$ cat src/rtl/bus_arbiter.sv
// bus_arbiter: two-master (CPU = m0, DMA = m1) round-robin arbiter in front of one slave.
// Optional slave-ready timeout and sticky o_timeout flag when BUS_ARBITER_TIMEOUT_EN is defined.
module bus_arbiter #(
    parameter int TIMEOUT = 1024
) (
    input  logic        i_clock,
    input  logic        i_reset,
    input  logic        i_m0_request,
    input  logic        i_m0_rw,
    input  logic [31:0] i_m0_address,
    input  logic [31:0] i_m0_wdata,
    output logic [31:0] o_m0_rdata,
    output logic        o_m0_ready,
    input  logic        i_m1_request,
    input  logic        i_m1_rw,
    input  logic [31:0] i_m1_address,
    input  logic [31:0] i_m1_wdata,
    output logic [31:0] o_m1_rdata,
    output logic        o_m1_ready,
    output logic        o_bus_request,
    output logic        o_bus_rw,
    output logic [31:0] o_bus_address,
    output logic [31:0] o_bus_wdata,
    input  logic        i_bus_ready,
    input  logic [31:0] i_bus_rdata,
    output logic [1:0]  o_grant
`ifdef BUS_ARBITER_TIMEOUT_EN
    ,
    output logic        o_timeout
`endif
);

    typedef enum logic [1:0] {
        IDLE    = 2'd0,
        BUSY    = 2'd1,
        RELEASE = 2'd2
    } state_t;

    state_t      state_r, state_s;
    logic        last_grant_r, last_grant_s;
    logic        owner_r, owner_s;
    logic        bus_request_r, bus_request_s;
    logic        bus_rw_r, bus_rw_s;
    logic [31:0] bus_address_r, bus_address_s;
    logic [31:0] bus_wdata_r, bus_wdata_s;
    logic [31:0] m0_rdata_r, m0_rdata_s;
    logic [31:0] m1_rdata_r, m1_rdata_s;
    logic        m0_ready_r, m0_ready_s;
    logic        m1_ready_r, m1_ready_s;
    logic [1:0]  grant_r, grant_s;
    logic        pick_s;
    logic        owner_req_s;
    logic        done_s;
    logic [31:0] done_rdata_s;

`ifdef BUS_ARBITER_TIMEOUT_EN
    localparam int TO_W = $clog2(TIMEOUT + 1);
    logic [TO_W-1:0] cnt_r, cnt_s;
    logic            timeout_r, timeout_s;
    assign o_timeout = timeout_r;
`else
    localparam int unused_timeout = TIMEOUT;
`endif

    assign o_bus_request = bus_request_r;
    assign o_bus_rw      = bus_rw_r;
    assign o_bus_address = bus_address_r;
    assign o_bus_wdata   = bus_wdata_r;
    assign o_m0_rdata    = m0_rdata_r;
    assign o_m1_rdata    = m1_rdata_r;
    assign o_m0_ready    = m0_ready_r;
    assign o_m1_ready    = m1_ready_r;
    assign o_grant       = grant_r;

    // Register bank: every state element loads its precomputed next value.
    always_ff @(posedge i_clock) begin
        if (i_reset) begin
            state_r       <= IDLE;
            last_grant_r  <= 1'b1;
            owner_r       <= 1'b0;
            bus_request_r <= 1'b0;
            bus_rw_r      <= 1'b0;
            bus_address_r <= 32'h0000_0000;
            bus_wdata_r   <= 32'h0000_0000;
            m0_rdata_r    <= 32'h0000_0000;
            m1_rdata_r    <= 32'h0000_0000;
            m0_ready_r    <= 1'b0;
            m1_ready_r    <= 1'b0;
            grant_r       <= 2'b00;
`ifdef BUS_ARBITER_TIMEOUT_EN
            cnt_r         <= '0;
            timeout_r     <= 1'b0;
`endif
        end else begin
            state_r       <= state_s;
            last_grant_r  <= last_grant_s;
            owner_r       <= owner_s;
            bus_request_r <= bus_request_s;
            bus_rw_r      <= bus_rw_s;
            bus_address_r <= bus_address_s;
            bus_wdata_r   <= bus_wdata_s;
            m0_rdata_r    <= m0_rdata_s;
            m1_rdata_r    <= m1_rdata_s;
            m0_ready_r    <= m0_ready_s;
            m1_ready_r    <= m1_ready_s;
            grant_r       <= grant_s;
`ifdef BUS_ARBITER_TIMEOUT_EN
            cnt_r         <= cnt_s;
            timeout_r     <= timeout_s;
`endif
        end
    end

    // Next-state and next-output logic for the IDLE / BUSY / RELEASE sequence.
    always_comb begin
        state_s       = state_r;
        last_grant_s  = last_grant_r;
        owner_s       = owner_r;
        bus_request_s = bus_request_r;
        bus_rw_s      = bus_rw_r;
        bus_address_s = bus_address_r;
        bus_wdata_s   = bus_wdata_r;
        m0_rdata_s    = m0_rdata_r;
        m1_rdata_s    = m1_rdata_r;
        m0_ready_s    = 1'b0;
        m1_ready_s    = 1'b0;
        grant_s       = grant_r;
        done_s        = 1'b0;
        done_rdata_s  = i_bus_rdata;
`ifdef BUS_ARBITER_TIMEOUT_EN
        cnt_s         = cnt_r;
        timeout_s     = timeout_r;
`endif
        owner_req_s = owner_r ? i_m1_request : i_m0_request;

        // On a tie the master that did not win last time gets the bus.
        if (i_m0_request && i_m1_request) begin
            pick_s = ~last_grant_r;
        end else if (i_m1_request) begin
            pick_s = 1'b1;
        end else begin
            pick_s = 1'b0;
        end

        case (state_r)
            IDLE: begin
                if (i_m0_request || i_m1_request) begin
                    state_s       = BUSY;
                    last_grant_s  = pick_s;
                    owner_s       = pick_s;
                    bus_request_s = 1'b1;
                    grant_s       = pick_s ? 2'b10 : 2'b01;
                    if (pick_s) begin
                        bus_rw_s      = i_m1_rw;
                        bus_address_s = i_m1_address;
                        bus_wdata_s   = i_m1_wdata;
                    end else begin
                        bus_rw_s      = i_m0_rw;
                        bus_address_s = i_m0_address;
                        bus_wdata_s   = i_m0_wdata;
                    end
`ifdef BUS_ARBITER_TIMEOUT_EN
                    cnt_s = '0;
`endif
                end else begin
                    grant_s = 2'b00;
                end
            end
            BUSY: begin
                if (i_bus_ready) begin
                    done_s = 1'b1;
`ifdef BUS_ARBITER_TIMEOUT_EN
                end else if (cnt_r == TO_W'(TIMEOUT)) begin
                    done_s       = 1'b1;
                    done_rdata_s = 32'h0000_0000;
                    timeout_s    = 1'b1;
                end else begin
                    cnt_s = cnt_r + TO_W'(1);
`else
                end else begin
                    done_s = 1'b0;
`endif
                end
                // A master that abandoned its request mid-transfer gets no ready.
                if (done_s) begin
                    bus_request_s = 1'b0;
                    state_s       = RELEASE;
                    if (owner_r) begin
                        m1_rdata_s = done_rdata_s;
                        m1_ready_s = i_m1_request;
                    end else begin
                        m0_rdata_s = done_rdata_s;
                        m0_ready_s = i_m0_request;
                    end
                end else begin
                    bus_request_s = 1'b1;
                end
            end
            RELEASE: begin
                if (owner_r) begin
                    m1_ready_s = m1_ready_r & i_m1_request;
                end else begin
                    m0_ready_s = m0_ready_r & i_m0_request;
                end
                if (!owner_req_s && !i_bus_ready) begin
                    state_s = IDLE;
                    grant_s = 2'b00;
                end else begin
                    state_s = RELEASE;
                end
            end
            default: begin
                state_s       = IDLE;
                grant_s       = 2'b00;
                bus_request_s = 1'b0;
            end
        endcase
    end

endmodule

$ cat config.mk
export PLATFORM = sky130hd
export DESIGN_NAME = bus_arbiter
export DESIGN_NICKNAME = d
export VERILOG_FILES = /design/src/rtl/bus_arbiter.sv
export SDC_FILE = /design/constraint.sdc
export NUM_CORES = 1
export LEC_CHECK = 0
export ABC_CLOCK_PERIOD_IN_PS = 2000
export BUFFER_PORTS_ARGS = -buffer_cell sky130_fd_sc_hd__buf_2
export CORE_MARGIN = 5
export CORE_UTILIZATION = 40
export DETAILED_ROUTE_END_ITERATION = 10
export HOLD_SLACK_MARGIN = 0.06
export PLACE_DENSITY_LB_ADDON = 0.3
export SETUP_SLACK_MARGIN = 0.02
export SYNTH_ARGS = -nofsm -noshare
export SYNTH_HDL_FRONTEND = slang
export SYNTH_SLANG_ARGS = --single-unit
$ cat constraint.sdc
create_clock -name i_clock -period 2 [get_ports i_clock]
set_clock_uncertainty 0.1 [all_clocks]
set_input_delay 0.2 -clock i_clock [delete_from_list [all_inputs] [get_ports i_clock]]
set_output_delay 0.2 -clock i_clock [all_outputs]
set_load 0.03 [all_outputs]
Yosys cells after proc, flatten, opt, wreduce, memory -nomap -nowiden

Index checks and enable logic that the tools add are counted.

Memories: 0
Bits in writable memories: 0
Bits of input ports: 167
Latch bits: 0
Output and inout port bits: 134
Bits in read-only memories: 0
Flip-flop bits (word level): 138

$mul: 0
Shift operators: 0
Muxes and demuxes: 27
Eq/ne operators: 5
Bitwise gates (word level): 6
Magnitude comparators: 0
Reductions and logical operators: 12
Divide/modulo/power cells: 0
Add/subtract/negate cells: 0

Operators by type and width:

| kind                 | count |
|---|---|
| $mux W32             | 2 |
| $mux W1              | 14 |
| $mux W2              | 6 |
| $pmux W2 S3          | 2 |
| $reduce_and A2 Y1    | 4 |
| $ne A2 B2 Y1 const B | 3 |
| $reduce_and A3 Y1    | 2 |
| $not A1 Y1           | 4 |
| $pmux W1 S2          | 2 |
| $pmux W1 S3          | 1 |
| $and A1 B1 Y1        | 2 |
| $eq A2 B1 Y1 const B | 1 |
| $eq A2 B2 Y1 const B | 1 |
| $logic_and A1 B1 Y1  | 2 |
| $logic_not A1 Y1     | 2 |
| $logic_not A2 Y1     | 1 |
| $logic_or A1 B1 Y1   | 1 |

Logic depth before layout (Yosys ltp)

Gate-level depths: netlist (run 1).

Word-level depth: 5
Depth in mapped cells: 8
Depth with buffers taken out: 6

Least setup slack after synthesis (run 1)

No wires, ideal clock.

Path type: register to register
Start: register state_r[0]
End: register bus_address_r[25] (netlist: o_bus_address[25])
Stages on the path, launching flop included: 8
Clock period less this slack: 1706 ps
Setup time: 128 ps
Arrival: 1479 ps
Slack: 294 ps
Path through: dfxtp_1 > inv_1 > ha_1 > buf_2 > o21ai_1 > nor2_1 > a222oi_1 > nor2_1

Cells in the longest elaborated chain, start to end: 2

RTL lines:

| what                               | line | text |
|---|---|---|
| from (decl)                        | 39   | `state_t state_r, state_s;` |
| from (signal assigned)             | 95   | `state_r <= state_s;` |
| $logic_not A2 Y1                   | 145  | `case (state_r)` |
| $reduce_and A2 Y1 (no source line) | --   |  |
| to (signal assigned)               | 100  | `bus_address_r <= bus_address_s;` |
| to (decl)                          | 44   | `logic [31:0] bus_address_r, bus_address_s;` |

No other way between the ends.
A chain may end at the register's enable or synchronous reset.

Worst setup path in the final report (run 1)

Start: input port i_m1_request
End: register bus_address_r[8] (netlist: o_bus_address[8])

Cells in the longest elaborated chain, start to end: 3

RTL lines:

| what                                           | line     | text |
|---|---|---|
| from (decl)                                    | 14       | `input logic i_m1_request,` |
| $mux W1 or $logic_and A1 B1 Y1 (tied branches) | 139, 137 |  |
| $mux W1                                        | 137      | `if (i_m0_request && i_m1_request) begin` |
| $mux W32                                       | 153      | `if (pick_s) begin` |

Several ways; a longest one is shown, not always the timed one.

==> results.txt, run 1 <==
The cell count after synthesis came out at 622. STA classifies the critical path startpoint as an input port. The number of hold violations in the final report is 0.

Once detail routing completed, the nets flagged for antenna violations numbered 0. The flow ran to the end, and the final reports show no timing, DRC or antenna violations. The analysis attributes to cell leakage a power of 0.00406 µW. The worst endpoint required time came out at 2.19 ns. The number of rows created at floorplan is 43. The critical-path cell with the highest stage delay is dlygate4sd3_1.

Setup total negative slack on the finished layout was measured at 0 ns. The cell count after placement came out at 1075. Of the cells placed in the final design, the portion with a size suffix greater than 1 is 40.9%. In this run the mean area of a mapped cell was 9.27 µm². The clock transition at the registers of the reported paths is 0.06 ns.

The final critical-path required period came out at 1.76 ns. The region available for standard cell placement spans 0.0140 mm². The nature of the critical path endpoint is a flop. The clock reaches the later pin of the worst-skew pair after 0.41 ns. After synthesis, the largest family of logic cells by area is compound AO/OA/AOI/OAI gates. The initial utilization of the core area, before any placement, comes to 41.2%.

After detailed routing, the total wire length is 18800 µm. The xor-xnor portion of the synthesized cell area came out at 0%. The post-synth net total came out at 793.

The total I/O pin count is 301. By instance count, the cell type seen most on the critical path is buf_12. The via count of the first global-routing pass came out at 5805. The largest area contributor in the synthesized netlist is dfxtp_1. The number of antenna violations at the first check in global routing is 0. The number of iterations in the first detailed-routing pass came out at 5. The count of flip-flops with a built-in enable after synthesis came out at 0. The worst slew slack as a fraction of its limit is 59.2%.

Traced cell by cell, the critical path runs through dlygate4sd3_1 -> buf_2 -> a21boi_4 -> buf_12 -> buf_12 -> mux2i_1 -> a211oi_2. The net switching power is 3080 µW. The die boundary height came out at 130 µm. The switching portion of total power came out at 33.2%. The data arrival time of the critical path is 1.95 ns. The congestion estimate from routability-driven global placement came to 0.794.

The maximum fanout encountered on the critical timing path came out at 25. Summing the areas of all and, or, nand and nor instances in the mapped netlist gives 15.3% of the synthesized area. The transition at the pin with the smallest max-transition slack came out at 0.611 ns.

The average wire length per cell after detail routing came out at 15.9 µm. The number of antenna repair diodes came out at 0. The detailed-route vias per instance came out at 4.92. For this design the ratio of total power to cell area is 1040 mW/mm². The number of max-slew violations in the final report is 0. The post-DP HPWL came out at 13200 µm. Setup repair after global routing left no endpoint under its margin. By count the netlist is led by 138 x dfxtp_1, 133 x nand2_1, 73 x nor2_1. Counting along the longest clock path gives a buffer depth of 2. The number of warning messages in the yosys log is 0. The first global-routing pass estimated 29000 µm of wire. Counting flops with an async set or reset pin after synthesis yields a share of 0%.

The fraction of synthesized area in multiplexers came out at 10.6%. The depth of the CTS H-tree is 4. The worst reg2reg path startpoint is state_r[1]. The mapped cell area is 0.00576 mm². The start-to-end type of the worst setup path is in2reg.

The synthesized design contains 138 register bits. The clock sink count came out at 138. The final period utilization is 87.9%. The min-delay analysis places its worst path in the category in2reg.

The horizontal extent of the die came out at 130 µm. VDD sags by at most 0.000499 V. TritonCTS built the clock tree. The part of the power in combinational logic came out at 30.3%. In this run the tool buffered the top-level ports with 300 buffer cells. The highest clock rate came out at 569 MHz. In the post-synthesis netlist, the biggest area contributors are dfxtp_1 48%, mux2i_1 11%, a211oi_2 10%, nand2_1 8.7%, a21oi_1 6.0%.

The die covers 0.0169 mm². The count of routing violations after the opening detailed-route iteration is 295. In this design, the stage delay of the slowest critical-path cell is 0.53 ns.

Across every metal layer, demand over resource in global routing totals 21.6%. The start point of the critical path is i_m1_request. Sequential elements use 47.9% of the synthesized area. The final-stage net count is 1163. The library cell with the highest instance count after synthesis is dfxtp_1.

The top cell type's share of synthesized area is 47.9%. The final routed DRC violation total came out at 0. Setup violations remaining at the end of the flow were counted as 0. The root buffer selected by CTS is clkbuf_16. The area share of fa/ha/maj cells after synthesis came out at 0.868%. The non-filler instance count after layout came out at 1185.

The relative contribution of sequential cells to total power is 35.1%. The worst hold path begins at i_m0_wdata[16]. Entering global routing, the biggest net connects 60 pins. The most frequently used flop master after synthesis is dfxtp_1. The part of the total power dissipated in the clock network is 34.7%. The total congestion overflow came out at 0. The fraction of the mapped netlist area in compound gates is 20.0%.

The number of different library cells used by synthesis comes to 36. The max-cap check violation count came out at 0. The number of buffers created by CTS is 17. Summing over every cut layer, the via total after detailed routing is 5835. The area growth from synthesis to final layout is 54.8%. The internal portion of the total power is 6210 µW.
-- sequential cells by signal (all words and copies together), names as in the netlist, 2 cells and up --
name           cells
o_bus_address     32
o_bus_wdata       32
o_m0_rdata        32
o_m1_rdata        32
o_grant            2
state_r            2
-- per-layer routing --
layer | routed length (µm) | track usage [%]
met1 | 7080 | 23.1
met2 | 9360 | 38.1
met3 | 1790 | 8.06
met4 | 577 | 9.72
met5 | 0 | 0
-- layout make-up --
| class | instances | area (µm²) |
|---|---|---|
| Fill cell | 1137 | 5060 |
| Sequential cell | 138 | 2760 |
| Multi-Input combinational cell | 432 | 2710 |
| Timing Repair Buffer | 401 | 2600 |
| Clock buffer | 19 | 453 |
| Tap cell | 180 | 225 |
| Clock inverter | 13 | 166 |
| Inverter | 2 | 7.51 |
-- final timing paths --
path,end,slack [ns],cells past startpoint
setup / recovery,o_bus_address[8],0.24,7
hold / removal,o_bus_wdata[16],0.07,3
setup reg to reg,o_m1_rdata[10],0.28,5
hold reg to reg,o_m1_rdata[11],0.35,2
-- layout by cell type, fill, tap and decap left out, types with 2 or more instances in the layout --
cell / n
mux2i_1: 61
a211oi_1: 15
and2_1: 2
nor2b_1: 2
clkinvlp_4: 3
or2_2: 2
a211oi_2: 46
bufinv_16: 3
a21oi_1: 69
dlygate4sd3_1: 75
nand2_1: 133
inv_6: 2
inv_1: 2
dfxtp_1: 138
nor2_1: 72
clkbuf_16: 17
buf_12: 12
clkinv_4: 3
clkbuf_8: 2
buf_2: 299
a222oi_1: 5
nor3_1: 3
clkinv_2: 2
buf_4: 15
ha_1: 4
-- critical path, delay by kind of cell --
kind | cells | cell delay, ns
AOI/OAI and AO/OA | 2 | 0.32
muxes | 1 | 0.28
buffers and inverters | 4 | 1.11
-- power by group through the flow --
stage | clock network [µW] | registers, µW | logic (µW)
floorplan | 0 | 3940 | 1120
global placement | 0 | 3300 | 2640
detailed placement | 0 | 3310 | 2670
CTS | 3300 | 3260 | 2790
global route | 3450 | 3290 | 3010
finish | 3220 | 3260 | 2810
-- logic make-up (layout without fill, tap and decap cells) --
family	count (synthesis)	count (layout)
simple gates	223	223
compound gates	144	144
flops	138	138
mux	61	61
buf+inv	52	435
fa+ha+maj	4	4
-- timing repair --
item / 4_1_cts / 5_1_grt
setup buffers: 0 / 3
setup endpoints to repair: 0 / 2
hold endpoints to repair: 88 / 0
gates resized for setup: 0 / 0
hold buffers: 75 / 0
-- per-stage QoR --
stage | setup WS (ns) | area (µm²) | power, µW | util [%] | hold slack (ns)
after detailed placement | 0.210 | 7530 | 5980 | 53.8 | 0.344
after global placement | 0.278 | 7530 | 5940 | 53.8 | 0.339
final | 0.241 | 8920 | 9290 | 63.8 | 0.0734
after global routing | 0.112 | 8920 | 9750 | 63.8 | 0.0628
after CTS | 0.114 | 8900 | 9340 | 63.6 | 0.0605
after floorplan | 0.294 | 5760 | 5060 | - | 0.230
(Power assumes the default switching activity.)
==> inputs of run 2 (changes only) <==
--- a/config.mk
+++ b/config.mk
@@ -5,6 +5,7 @@
 export SDC_FILE = /design/constraint.sdc
 export NUM_CORES = 1
 export LEC_CHECK = 0
+export ABC_AREA = 1
 export ABC_CLOCK_PERIOD_IN_PS = 2000
 export BUFFER_PORTS_ARGS = -buffer_cell sky130_fd_sc_hd__buf_2
 export CORE_MARGIN = 5
==> run 2 against run 1 <==
Net effect: register-to-register slack worse by 0.09 ns; total power is 2.7% higher; global-route usage is 7.3 points higher; clock power is 9.0% lower; setup slack worse by 0.15 ns; critical path type unchanged.
==> results.txt, run 2 <==
The first-pass GRT wire length came out at 36900 µm (+27%). The sum of negative setup slack came out at 0 ns (unchanged). In the synthesized netlist the dominant register cell turns out to be dfxtp_1. The count of routing violations after the opening detailed-route iteration came out at 684 (+130%).

The final period utilization came out at 95.5% (+7.6 points). The fraction of the mapped netlist area in compound gates came out at 19.5% (-0.48 points). The number of cell instances on the worst register-to-register path came out at 7 (+2).

The wire length reported by the detailed router is 24600 µm (+31%). The area growth from synthesis to final layout is 72.6%. The synthesis-stage register bit count came out at 138 (unchanged).

The highest clock rate is 524 MHz (-7.9%). The number of warning messages in the yosys log came out at 0 (unchanged). The internal cell power is 6020 µW (-3.1%). The part of the total power dissipated in the clock network came to 30.7% (-4.0 points). The run finished with clean final reports.

The average wire length per cell after detail routing is 18.0 µm (+13%). The global routing usage summed across all routing layers is 29.0% (+7.3 points). The kind of launch point of the worst setup path is an input port.

The data arrival time of the critical path is 2.10 ns (+0.15 ns). The cell count after synthesis was 723 (+16%). The number of iterations in the first detailed-routing pass was 5 (unchanged). The area fraction in and, or, nand and nor cells after synthesis is 22.7% (+7.4 points). The via count of the first global-routing pass came out at 7159 (+23%).

The final count of negative-setup-slack endpoints came out at 0 (unchanged). The commonest cells after synthesis are 199 x nand2_1, 138 x dfxtp_1, 77 x o21ai_0. The number of antenna violations at the first check in global routing was 5 (+5). The floorplan die area is 0.0161 mm² (-4.8%). The overall via count from detail_route came to 7183 (+23%).

The register-to-register path setup slack is 0.19 ns (-0.09 ns). The layout cell share with drive strength beyond 1 was 29.9% (-11 points). The starting utilization of the core area is 41.1% (-0.12 points). The buffer levels on the longest clock path is 2 (unchanged). Of all cell types, the one taking the most synthesized area is dfxtp_1.

The detailed-route vias per instance is 5.26 (+6.9%). The largest stage delay on the critical path was 0.55 ns (+0.02 ns). The core area is 0.0133 mm² (-5.0%). The final critical-path required period came to 1.91 ns (+0.151 ns). The area of placed instances is 0.00711 mm² (-5.6%).

The number of rows created at floorplan was 42 (-2.3%). The relative contribution of sequential cells to total power came out at 36.0% (+0.9 points). The worst slack after detailed placement came out at 0.317 ns (+0.107 ns).

The die boundary height came out at 127 µm (-2.4%). The mapped cell area came out at 0.00546 mm² (-5.2%). In the post-synthesis netlist, the cell with the most instances is nand2_1.

The proportion of synthesized flip-flops having asynchronous set or reset came to 0% (unchanged). By instance count, the cell type seen most on the critical path is nand2_1. The total congestion overflow came out at 0 (unchanged).

The area of the multi-input gates came out at 0.00236 mm² (-13%). The worst hold path terminates at state_r[0]. The xor-xnor portion of the synthesized cell area is 0% (unchanged).

On the critical path, the stage with the largest delay is an instance of dlygate4sd3_1. The top cell types in the final layout, fill and taps aside, are 300 x buf_2, 198 x nand2_1, 166 x dlygate4sd3_1. The switching portion of total power was 36.9% (+3.8 points). Setup repair after global routing left no endpoint under its margin.

The post-DP HPWL came out at 13100 µm (-0.26%). The total I/O pin count was 301 (unchanged). The weighted congestion reported at the end of routability-driven placement is 0.888 (+12%). The depth of the CTS H-tree is 4 (unchanged). The transition at the pin with the smallest max-transition slack was 0.458 ns (-0.154 ns). The number of buffers created by CTS came out at 17 (unchanged). The mean area per synthesized cell was 7.55 µm² (-18%).

The worst setup path is captured at a flop. The clock sink count is 138 (unchanged). The worst register-to-register path ends at o_bus_wdata[9]. The maximum vdd drop is 0.000670 V (+34%). The worst endpoint required time came out at 2.19 ns (about the same). The top cell type's share of synthesized area is 50.6% (+2.6 points). The final worst setup slack was 0.0900 ns (-0.151 ns). Leaving out fill and tap cells, the most frequent cell in the layout is buf_2.

The number of port buffers is 300 (unchanged). The fraction of synthesized area in multiplexers is 0% (-11 points). The worst slew slack as a fraction of its limit is 69.5% (+10 points). The clock tree from TritonCTS is yes. The register area came out at 0.00276 mm² (unchanged). The largest family of logic cells by synthesized area is simple AND/OR/NAND/NOR gates. The worst register-to-register path begins at state_r[0].

Traced cell by cell, the critical path runs through dlygate4sd3_1 -> buf_2 -> nand2_2 -> nand2_4 -> inv_8 -> buf_12 -> nand2_1 -> nand2_1 -> dlygate4sd3_1 -> nand2_1 -> a21oi_1. The maximum fanout encountered on the critical timing path is 10 (-60%). The area share of fa/ha/maj cells after synthesis came out at 0.916% (+0.048 points). The post-synth net total is 894 (+13%). The worst hold path stage count came out at 6 (+3).

The clock transition at the registers of the reported paths came out at 0.06 ns (about the same). The final instance area is 0.00943 mm² (+5.6%). The count of flip-flops with a built-in enable after synthesis came to 0 (unchanged). The number of nets with antenna violations after detailed routing is 0 (unchanged). The startpoint identified for the worst hold timing path is i_bus_ready. The final-stage net count is 1341 (+15%).

The max-cap check violation count is 0 (unchanged). The net switching power was 3520 µW (+14%). In the post-synthesis netlist, the biggest area contributors are dfxtp_1 51%, nand2_1 14%, o21ai_0 7.1%, a31oi_1 6.9%, nor2_1 4.9%.

The cell sitting at the root of the clock tree is a clkbuf_16. The final routed DRC violation total is 0 (unchanged). The filler cell count in the final layout came out at 1004 (-12%). The tightest min-delay check is of the in2reg type. The critical path in this run is classified as in2reg. The unique cell type count in the Yosys netlist came to 21 (-42%). The number of hold violations in the final report came out at 0 (unchanged). The number of max-slew violations in the final report came out at 0 (unchanged). The static power due to leakage came to 0.00452 µW (+11%). The part of the power in combinational logic is 33.3% (+3.0 points).

The power density normalized to cell area is 1010 mW/mm² (-2.8%). The register area share after synthesis is 50.6% (+2.6 points). The clock latency on the worst-skew pair came out at 0.42 ns (about the same). The horizontal extent of the die is 127 µm (-2.4%).

The largest net degree at the start of global routing is 73 (+22%).
run 2: changes by cell type in the layout (fill, tap and decap cells not counted), moves of 34 or more:
cell,delta
nand3_1,+34
mux2i_1,-61
dlygate4sd3_1,+91
a211oi_2,-46
nand2_1,+65
a31oi_1,+59
o21ai_0,+76
run 2: cells by family (layout without fill, tap and decap cells):
family / count (synthesis) / in the layout
buffers and inverters: 72 / 532
flip-flops: 138 / 138
AO/OA/AOI/OAI: 198 / 198
AND/OR/NAND/NOR: 311 / 311
adder cells (fa/ha/maj): 4 / 4
other: 0 / 6
run 2: through the flow:
| stage | util, % | std cells | total power, µW | hold WS [ns] |
|---|---|---|---|---|
| after floorplan | - | 723 | 5280 | 0.235 |
| after global placement | 53.5 | 1157 | 6160 | 0.339 |
| final | 70.9 | 1365 | 9530 | 0.117 |
| after detailed placement | 53.5 | 1157 | 6190 | 0.342 |
| after CTS | 70.0 | 1355 | 9360 | 0.0987 |
| after global routing | 70.9 | 1364 | 9950 | 0.164 |
run 2: power groups by stage:
stage / clock, µW / combinational, µW / sequential (µW)
after floorplan: 0 / 1030 / 4250
after CTS: 2950 / 3010 / 3400
after global placement: 0 / 2710 / 3450
after global routing: 3120 / 3360 / 3470
after detailed placement: 0 / 2750 / 3440
final: 2930 / 3170 / 3430
run 2: metal layers:
| metal | routed length, µm | vias up | share of wire [%] | track usage [%] |
|---|---|---|---|---|
| met5 | 0 | - | 0 | 0 |
| met1 | 9050 | 3292 | 37 | 31.4 |
| met3 | 2130 | 130 | 8.7 | 10.1 |
| met2 | 11900 | 438 | 48 | 47.9 |
| li1 | - | 3323 | - | - |
| met4 | 1510 | 0 | 6.2 | 19.0 |
run 2: what timing repair did:
item                                   4_1_cts  5_1_grt
endpoints found under the hold margin      132        0
setup endpoints to repair                    0        2
hold buffers                               166        0
setup buffers                                0        1
gates resized for setup                      0        5
run 2: worst max path at each step:
stage                 startpoint           endpoint
floorplan             state_r[1]     o_m0_rdata[10]
global placement      state_r[0]    o_bus_wdata[12]
detailed placement    state_r[0]     o_bus_wdata[1]
CTS                 i_m0_request  o_bus_address[28]
global route        i_m0_request  o_bus_address[28]
finish              i_m0_request  o_bus_address[28]
run 2: area by class of cell:
class	count	area share [%]
Multi-Input combinational cell	513	25.1
Clock inverter	8	0.743
Clock buffer	24	5.00
Antenna cell	6	0.159
Tap cell	176	2.34
Sequential cell	138	29.3
Timing Repair Buffer	485	36.7
Inverter	15	0.677
run 2: critical path: cells and delay by family:
family | cells | cell delay [ns]
simple gates | 5 | 0.37
compound gates | 1 | 0.05
buf+inv | 5 | 1.47
==> inputs of run 3 (changes only) <==
--- a/config.mk
+++ b/config.mk
@@ -11,6 +11,7 @@
 export CORE_MARGIN = 5
 export CORE_UTILIZATION = 40
 export DETAILED_ROUTE_END_ITERATION = 10
+export GPL_TIMING_DRIVEN = 0
 export HOLD_SLACK_MARGIN = 0.06
 export PLACE_DENSITY_LB_ADDON = 0.3
 export SETUP_SLACK_MARGIN = 0.02
==> run 3 against run 2 <==
Net effect: routed wire length is 2.2% lower; non-clock buffer count is 37 higher; critical path depth stayed put; largest power group is now the clock network; first-iteration DRC count is 26% lower; clock-buffer cell count is 3 lower; total power increased by 5.9%.
==> results.txt, run 3 (synthesized netlist as in run 2, its figures left out) <==
Compared with the post-synthesis result, the final layout area differs by 74.2%. The highest clock rate is 540 MHz (+3.1%). The core area came out at 0.0133 mm² (unchanged). The weighted congestion reported at the end of routability-driven placement came to 0.913 (+2.7%). The post-DP HPWL came to 15000 µm (+14%). The max-cap check violation count came out at 0 (unchanged).

The worst setup path is captured at a flop. The worst hold path stage count is 3 (-3). The total I/O pin count is 301 (unchanged). The number of hold violations in the final report is 0 (unchanged). The wire length reported by the detailed router is 24000 µm (-2.2%). The worst setup path is launched from an input port. The final instance area is 0.00951 mm² (+0.94%). The filler cell count in the final layout is 943 (-6.1%). In the layout the commonest cells are 324 x buf_2, 198 x nand2_1, 165 x dlygate4sd3_1. The number of rows created at floorplan is 42 (unchanged). The critical path is of the in2reg type. The non-filler instance count after layout is 1397 (+2.3%).

The transition at the pin with the smallest max-transition slack came to 0.592 ns (+0.134 ns). The die boundary height came out at 127 µm (unchanged). The first-pass GRT wire length is 37000 µm (+0.24%).

The worst slew slack as a fraction of its limit came out at 60.6% (-8.9 points). The final routed DRC violation total came to 0 (unchanged). Among the stages of the critical path, the cell type that occurs most often is nand2_1.

The area of placed instances is 0.00718 mm² (+1.0%). The maximum vdd drop is 0.000647 V (-3.4%). The power density normalized to cell area came out at 1060 mW/mm² (+4.9%). The detailed-route vias per instance came out at 5.18 (-1.5%). The register-to-register path setup slack is 0.19 ns (about the same). The number of max-slew violations in the final report was 0 (unchanged). The critical-path cell with the highest stage delay is dlygate4sd3_1. The final count of negative-setup-slack endpoints came out at 0 (unchanged).

The largest net degree at the start of global routing is 17 (-77%). The data arrival time of the critical path is 2.03 ns (-0.07 ns). The horizontal extent of the die is 127 µm (unchanged). The sum of negative setup slack came out at 0 ns (unchanged). In this run the critical register-to-register path is captured at o_bus_address[1].

The count of buffers added by post-CTS timing repair for setup is 0 (unchanged). Setup repair after global routing left no endpoint under its margin. The register area came out at 0.00276 mm² (unchanged). The floorplan die area came to 0.0161 mm² (unchanged).

The cell count after placement came out at 1199 (+3.6%). The global routing usage summed across all routing layers came to 28.8% (-0.23 points). The depth of the CTS H-tree is 4 (unchanged). The clock transition at the registers of the reported paths is 0.06 ns (about the same). The number of buffers created by CTS came out at 17 (unchanged). The largest stage delay on the critical path came out at 0.54 ns (about the same). The clock latency on the worst-skew pair came out at 0.41 ns (about the same). The worst endpoint required time came out at 2.17 ns (-0.02 ns). The final-stage net count is 1378 (+2.8%).

The total congestion overflow is 0 (unchanged). The worst min-delay path startpoint is i_reset. The buffer levels on the longest clock path came out at 2 (unchanged). The number of iterations in the first detailed-routing pass came to 6 (+1). The number of nets with antenna violations after detailed routing is 0 (unchanged). The worst reg2reg path startpoint is state_r[0].

The final period utilization was 92.6% (-2.9 points). The final worst setup slack came out at 0.148 ns (+0.0583 ns). The maximum fanout encountered on the critical timing path came out at 10 (unchanged). The layout cell share with drive strength beyond 1 is 30.7% (+0.81 points). The clock tree from TritonCTS is yes. The flow ran to the end, and the final reports show no timing, DRC or antenna violations. The number of cell instances on the worst register-to-register path is 7 (unchanged). The number of antenna violations at the first check in global routing came out at 1 (-4). The static power due to leakage came out at 0.00459 µW (+1.4%). The count of routing violations after the opening detailed-route iteration is 507 (-26%). The overall via count from detail_route came to 7239 (+0.78%). The area of the multi-input gates came out at 0.00236 mm² (-0.21%). The average wire length per cell after detail routing came out at 17.2 µm (-4.5%). The hold path endpoint is o_m1_rdata[4]. In this run the worst hold path is classified as in2reg. The library cell used most frequently in the layout, excluding fill and tap cells, is buf_2.

The via count of the first global-routing pass was 7353 (+2.7%). The worst slack after detailed placement is 0.182 ns (-0.135 ns). The fraction of the core area covered by cells at the end of the flow came out at 71.6% (+0.67 points). The final critical-path required period is 1.85 ns (-0.0583 ns).

The starting utilization of the core area came out at 41.1% (unchanged). The root buffer cell chosen for the clock tree is clkbuf_16. The clock sink count came out at 138 (unchanged). The number of port buffers is 300 (unchanged). The signal on the critical path passes through dlygate4sd3_1 -> buf_2 -> nand2_1 -> nand2_2 -> inv_2 -> buf_8 -> nand2_1 -> nand2_1 -> dlygate4sd3_1 -> nand2_1 -> a21oi_1.
-- run 3: worst max path at each step --
stage                            start                end  slack (ns)  depth (start not counted)
after floorplan             state_r[1]     o_m0_rdata[10]        0.53                          8
after global placement      state_r[1]     o_m0_rdata[27]        0.24                          8
after detailed placement    state_r[1]     o_m0_rdata[11]        0.18                          7
after CTS                 i_m0_request  o_bus_address[28]        0.11                         11
after global routing      i_m0_request  o_bus_address[26]        0.02                         11
final                     i_m0_request  o_bus_address[28]        0.15                         11
-- run 3: final cells by class --
type | instances | share of cell area (%)
repair buffers | 465 | 33.1
flip-flops and latches | 138 | 29.0
multi-input cells | 513 | 24.8
clock buffers | 21 | 4.94
plain buffers | 57 | 3.14
well taps | 176 | 2.31
clock inverters | 11 | 2.01
inverters | 15 | 0.592
diodes | 1 | 0.0263
-- run 3: through the flow --
stage	power [µW]	hold slack, ns
floorplan	5280	0.235
global placement	6230	0.346
detailed placement	6260	0.349
CTS	10000	0.179
global route	10500	0.246
finish	10100	0.194
-- run 3: where the power goes --
group          internal [µW]  switching (µW)
clock                   2310            1190
sequential              3190             221
combinational           1060            2130
total                   6550            3540
-- run 3: what timing repair did --
item                                   4_1_cts  5_1_grt
gates resized for setup                      0        7
endpoints found under the hold margin      132        0
setup endpoints to repair                    0       24
hold buffers                               165        0
-- run 3: layer usage --
layer | up-vias | share of wire [%] | track usage (%)
li1 | 3406 | - | -
met1 | 3232 | 38 | 32.3
met2 | 458 | 46 | 47.4
met3 | 141 | 8.8 | 8.07
met4 | 2 | 6.6 | 19.4
met5 | - | 0.029 | 0
-- run 3: worst max-delay path: cells and delay by family --
kind,cells,cell delay [ns]
AO/OA/AOI/OAI,1,0.06
AND/OR/NAND/NOR,5,0.34
buffers and inverters,5,1.41
